==> src/rtl/mem_ctrl_pkg.sv <==
// Shared types and constants for the data-memory access controller.
// The state encoding and the default abort timeout live here so every block agrees on them.
package mem_ctrl_pkg;

    localparam int ADDR_W          = 32;
    localparam int DATA_W          = 32;
    localparam int CNT_W           = 8;
    localparam int TIMEOUT_DEFAULT = 16;

    typedef enum logic [1:0] {
        ST_IDLE  = 2'd0,
        ST_REQ   = 2'd1,
        ST_DONE  = 2'd2,
        ST_ERROR = 2'd3
    } mem_state_e;

    // Word accesses only: both low address bits must be zero.
    function automatic logic is_word_aligned(input logic [1:0] lsb);
        return (lsb == 2'b00);
    endfunction

endpackage

==> src/rtl/mem_timeout_counter.sv <==
// Wait-cycle counter for an outstanding memory request.
// Flags when the count sits at the abort limit; the controller decides what that means.
import mem_ctrl_pkg::*;

module mem_timeout_counter (
    input  logic             clk,
    input  logic             Reset,
    input  logic             clr_i,
    input  logic             en_i,
    input  logic [CNT_W-1:0] limit_i,
    output logic             hit_o
);

    logic [CNT_W-1:0] cnt_q;
    logic [CNT_W-1:0] cnt_d;

    always_comb begin
        cnt_d = cnt_q;
        if (clr_i) begin
            cnt_d = '0;
        end else if (en_i) begin
            cnt_d = cnt_q + {{(CNT_W-1){1'b0}}, 1'b1};
        end
    end

    always_ff @(posedge clk) begin
        if (Reset) begin
            cnt_q <= '0;
        end else begin
            cnt_q <= cnt_d;
        end
    end

    assign hit_o = (cnt_q == limit_i);

endmodule

==> src/rtl/mem_access_ctrl.sv <==
// MEM-stage data-memory access controller: turns EX/MEM load/store requests into a
// req/ready handshake, stalls the pipeline while waiting, and aborts on misuse or timeout.
import mem_ctrl_pkg::*;

module mem_access_ctrl #(
    parameter int TIMEOUT_CYCLES = TIMEOUT_DEFAULT
) (
    input  logic              clk,
    input  logic              Reset,
    input  logic              MemRead_EX_MEM,
    input  logic              MemWrite_EX_MEM,
    input  logic [ADDR_W-1:0] ALU_OUT_EX_MEM,
    input  logic [DATA_W-1:0] Data_Memory_Input_EX_MEM,
    input  logic              DMem_Ready,
    input  logic [DATA_W-1:0] DMem_RData,
    output logic              DMem_Req,
    output logic              DMem_WE,
    output logic [ADDR_W-1:0] DMem_Addr,
    output logic [DATA_W-1:0] DMem_WData,
    output logic              Stall_MEM,
    output logic [DATA_W-1:0] Mem_Data_Out,
    output logic              Mem_Valid,
    output logic              Mem_Error
);

    // Counter value on the last REQ cycle allowed before the access is aborted.
    localparam logic [CNT_W-1:0] WAIT_LIMIT = CNT_W'(TIMEOUT_CYCLES - 1);

    mem_state_e        state_q, state_d;
    logic [ADDR_W-1:0] addr_q, addr_d;
    logic [DATA_W-1:0] wdata_q, wdata_d;
    logic [DATA_W-1:0] rdata_q, rdata_d;
    logic              we_q, we_d;

    logic cnt_clr;
    logic cnt_en;
    logic cnt_hit;

    logic req_any;
    logic req_bad;
    logic req_ok;

    assign req_any = MemRead_EX_MEM | MemWrite_EX_MEM;
    assign req_bad = (MemRead_EX_MEM & MemWrite_EX_MEM) |
                     (req_any & ~is_word_aligned(ALU_OUT_EX_MEM[1:0]));
    assign req_ok  = req_any & ~req_bad;

    mem_timeout_counter u_wait_cnt (
        .clk     (clk),
        .Reset   (Reset),
        .clr_i   (cnt_clr),
        .en_i    (cnt_en),
        .limit_i (WAIT_LIMIT),
        .hit_o   (cnt_hit)
    );

    always_comb begin
        state_d   = state_q;
        addr_d    = addr_q;
        wdata_d   = wdata_q;
        rdata_d   = rdata_q;
        we_d      = we_q;
        cnt_clr   = 1'b0;
        cnt_en    = 1'b0;
        DMem_Req  = 1'b0;
        DMem_WE   = 1'b0;
        Stall_MEM = 1'b0;
        Mem_Valid = 1'b0;
        Mem_Error = 1'b0;

        unique case (state_q)
            ST_IDLE: begin
                if (req_bad) begin
                    state_d = ST_ERROR;
                end else if (req_ok) begin
                    state_d   = ST_REQ;
                    addr_d    = ALU_OUT_EX_MEM;
                    wdata_d   = Data_Memory_Input_EX_MEM;
                    we_d      = MemWrite_EX_MEM;
                    cnt_clr   = 1'b1;
                    Stall_MEM = 1'b1;
                end
            end
            ST_REQ: begin
                DMem_Req  = 1'b1;
                DMem_WE   = we_q;
                Stall_MEM = 1'b1;
                // Ready beats the timeout when both land in the same cycle.
                if (DMem_Ready) begin
                    state_d = ST_DONE;
                    if (!we_q) begin
                        rdata_d = DMem_RData;
                    end
                end else if (cnt_hit) begin
                    state_d = ST_ERROR;
                end else begin
                    cnt_en = 1'b1;
                end
            end
            ST_DONE: begin
                Mem_Valid = 1'b1;
                state_d   = ST_IDLE;
            end
            ST_ERROR: begin
                Mem_Error = 1'b1;
                state_d   = ST_IDLE;
            end
            default: begin
                state_d = ST_IDLE;
            end
        endcase
    end

    always_ff @(posedge clk) begin
        if (Reset) begin
            state_q <= ST_IDLE;
            addr_q  <= '0;
            wdata_q <= '0;
            rdata_q <= '0;
            we_q    <= 1'b0;
        end else begin
            state_q <= state_d;
            addr_q  <= addr_d;
            wdata_q <= wdata_d;
            rdata_q <= rdata_d;
            we_q    <= we_d;
        end
    end

    assign DMem_Addr    = addr_q;
    assign DMem_WData   = wdata_q;
    assign Mem_Data_Out = rdata_q;

endmodule

==> config.mk <==
export PLATFORM = sky130hd
export DESIGN_NAME = mem_access_ctrl
export DESIGN_NICKNAME = d
export VERILOG_FILES = /design/src/rtl/mem_ctrl_pkg.sv /design/src/rtl/mem_timeout_counter.sv /design/src/rtl/mem_access_ctrl.sv
export SDC_FILE = /design/constraint.sdc
export NUM_CORES = 1
export LEC_CHECK = 0
export CAP_MARGIN = 0
export CORE_UTILIZATION = 54
export CTS_CLUSTER_DIAMETER = 100
export DETAILED_ROUTE_END_ITERATION = 16
export DONT_BUFFER_PORTS = 1
export HOLD_SLACK_MARGIN = 0.06
export PLACE_DENSITY = 0.72
export SLEW_MARGIN = 20
export SYNTH_ARGS = -nofsm -noshare
export SYNTH_HDL_FRONTEND = slang
export SYNTH_SLANG_ARGS = --single-unit
==> constraint.sdc <==
create_clock -name clk -period 2.6 [get_ports clk]
set_input_delay 0.39 -clock clk [delete_from_list [all_inputs] [get_ports clk]]
set_output_delay 0.39 -clock clk [all_outputs]
set_load 0.01 [all_outputs]
==> results.toml <==
[status]
status = "complete, no violations"

[clock_tree]
htreeDepth = 3
clkTransAtPathRegs_ns = 0.10
clock-root-buffer = "clkbuf_8"
numClockSinks = 107
post_cts_buffers = 0
cts_buffers = 9
clk_path_buf_depth = 2
worstSkewPairLatency_ns = 0.37
post_cts_resized = 0
ctsHoldBuffers = 0
cts_tree = "done"

[sta]
holdWs_ns = 0.0843
finalSetupTns_ns = 0
max_freq_mhz = 529
setup_viol = 0
slew_headroom_pct = 58.1
clock_skew_ns = 0.0161
tightest_slew_ns = 0.628
rsz0062_at_grt = "false"
hold_viol = 0
min_period_over_period_pct = 72.8
slew_violations = 0
period_needed_ns = 1.89

[synth]
avgSynthCellArea_sq_um = 7.89
syn_nets = 586
ys_ff_latch = 107
synth_top_area_share_pct = 56.1
synth_top_cell_by_area = "dfxtp_1"
synthTopCellsByArea = "dfxtp_1 (56%), nand2_1 (19%), a21oi_1 (13%), clkbuf_1 (3.1%), nor2_1 (0.88%)"
netlist_instances = 484
syn_area_sq_um = 3820
yosysWarnings = 0
synth-seq-area-share_pct = 56.1
ys_types = 33

[grt]
grt_max_degree = 99
grt_overflow_total = 0
grt_pass1_wl_mm = 13.0
antenna_found_initial = 0
grt_pass1_vias = 2803
grt_usage_pct = 22.2

[critical_path]
crit_arrival_ns = 2.19
required_ns = 2.90
critPathLaunch = "state_q[0]$_SDFFE_PP0P_"
cp-end-kind = "flop"
r2r_slack_ns = 0.71
worstSetupPathType = "reg2reg"
crit_slowest_cell = "or4_1"
r2r-end = "u_wait_cnt.cnt_q[5]$_SDFFE_PP0P_"
path_max_fanout = 10
crit_path_cell_trace = "or3b_4 > a21o_1 > or4_1 > a21oi_1"
critPathMaxStageDelay_ns = 0.53
r2r-start = "state_q[0]$_SDFFE_PP0P_"
start_kind = "flop"
rr_worst_depth = 4

[floorplanning]
coreArea_sq_um = 6830
die_w_microns = 86.1
io_pins = 202
rows = 30
die_area_sq_um = 7420
initial_core_util_pct = 55.9
die_h_microns = 86.1

[final_layout]
ff_latch_area_sq_um = 2140
nets = 568
final_common_cell = "nand2_1"
layout_common_cells = "nand2_1 (193), dfxtp_1 (107), a21oi_1 (102)"
multi_input_comb_area_sq_um = 1540
n_fill_cell = 648
area_growth_pct = 6.88
drive_gt1_share_pct = 5.52
num_antenna_cells = 0

[hold_path]
hp-start = "Reset"
worstHoldEndpoint = "DMem_Addr[18]$_SDFFE_PP0P_"
hp-class = "in2reg"
hold_path_depth = 1

[power]
power_w = 0.00305
irDropWorstVdd_mv = 0.340
power.density_nw_per_um2 = 747
p_leak_nw = 1.34

[placed_design]
dpl.hpwl_mm = 5.80
io_buffers = 0
gp_congestion = 0.775

[routing]
wl_per_cell_microns = 15.0
initialDrtViolationCount = 93
drc = 0
ant_nets = 0
vias_per_cell = 5.40
drt-pass1-iter-count = 4
num_vias = 3060
routed_wl_mm = 8.51

[job]
drv_cap = 0
## Yosys cell counts
| cell type | instances |
|---|---|
| a2111oi_0 | 1 |
| a211oi_1 | 1 |
| a21o_1 | 1 |
| a21oi_1 | 102 |
| and2_1 | 1 |
| and2_2 | 1 |
| and2b_2 | 1 |
| and3_1 | 1 |
| and3_2 | 1 |
| and3b_1 | 1 |
| buf_6 | 1 |
| clkbuf_1 | 32 |
| dfxtp_1 | 107 |
| ha_1 | 1 |
| inv_1 | 3 |
| mux2i_1 | 1 |
| nand2_1 | 193 |
| nand2b_1 | 1 |
| nand3_1 | 4 |
| nand3b_1 | 1 |
| nand4_1 | 1 |
| nor2_1 | 9 |
| nor2b_2 | 1 |
| nor3_1 | 2 |
| nor4_1 | 1 |
| o21ai_0 | 2 |
| o21ai_1 | 1 |
| o31ai_1 | 3 |
| or3_1 | 1 |
| or3b_4 | 1 |
| or4_1 | 4 |
| xnor2_1 | 1 |
| xor2_1 | 2 |
## power breakdown
group / internal [W] / switching [W]
sequential: 0.00170 / 0.0000695
clock: 0.000573 / 0.000548
combinational: 0.0000582 / 0.000105
## logic make-up (layout without fill, tap and decap cells)
family,count (synthesis),in the layout,synth area share (%)
fa+ha+maj,1,1,0.327
xor+xnor,3,3,0.688
buf+inv,36,23,3.73
flops,107,107,56.1
simple gates,225,225,24.0
mux,1,1,0.262
compound gates,111,111,15.0
## worst max-delay path, delay by kind of cell (launching register included)
family,cells,cell delay (ns)
compound gates,2,0.43
simple gates,2,0.97
flops,1,0.45
## layer usage
metal  share of wire, %  GRT usage (%)
met1                 38           24.6
met2                 51           38.6
met3                9.5           7.03
met4                1.7           10.6
met5                  0              0
## layout make-up
type	count	area share [%]
clock inverter	5	2.05
sequential	107	52.5
inverter	3	0.276
multi-input combinational	341	37.8
tap	96	2.94
clock buffer	11	3.46
timing repair buffer	4	1.04
## through the flow
stage | cell area, sq um | setup slack, ns | instances | util, %
6_report | 4080 | 0.708 | 567 | 59.8
5_1_grt | 4080 | 0.562 | 567 | 59.8
2_1_floorplan | 3820 | 0.825 | 484 | -
4_1_cts | 4080 | 0.693 | 567 | 59.8
3_5_place_dp | 3860 | 0.718 | 551 | 56.5
3_3_place_gp | 3860 | 0.762 | 551 | 56.5
## how the worst max path moves through the flow
stage	end	slack, ns
after floorplan	u_wait_cnt.cnt_q[5]$_SDFFE_PP0P_	0.83
after global placement	u_wait_cnt.cnt_q[7]$_SDFFE_PP0P_	0.76
after detailed placement	u_wait_cnt.cnt_q[7]$_SDFFE_PP0P_	0.72
after CTS	u_wait_cnt.cnt_q[7]$_SDFFE_PP0P_	0.69
after global routing	u_wait_cnt.cnt_q[5]$_SDFFE_PP0P_	0.56
final	u_wait_cnt.cnt_q[5]$_SDFFE_PP0P_	0.71
## flip-flops by register name (all words and copies together), names as in the netlist
name / flops
DMem_Addr: 32
DMem_WData: 32
Mem_Data_Out: 32
state_q: 2
u_wait_cnt.cnt_q: 8
we_q: 1
Note: power is estimated with default switching activity, not from simulation.
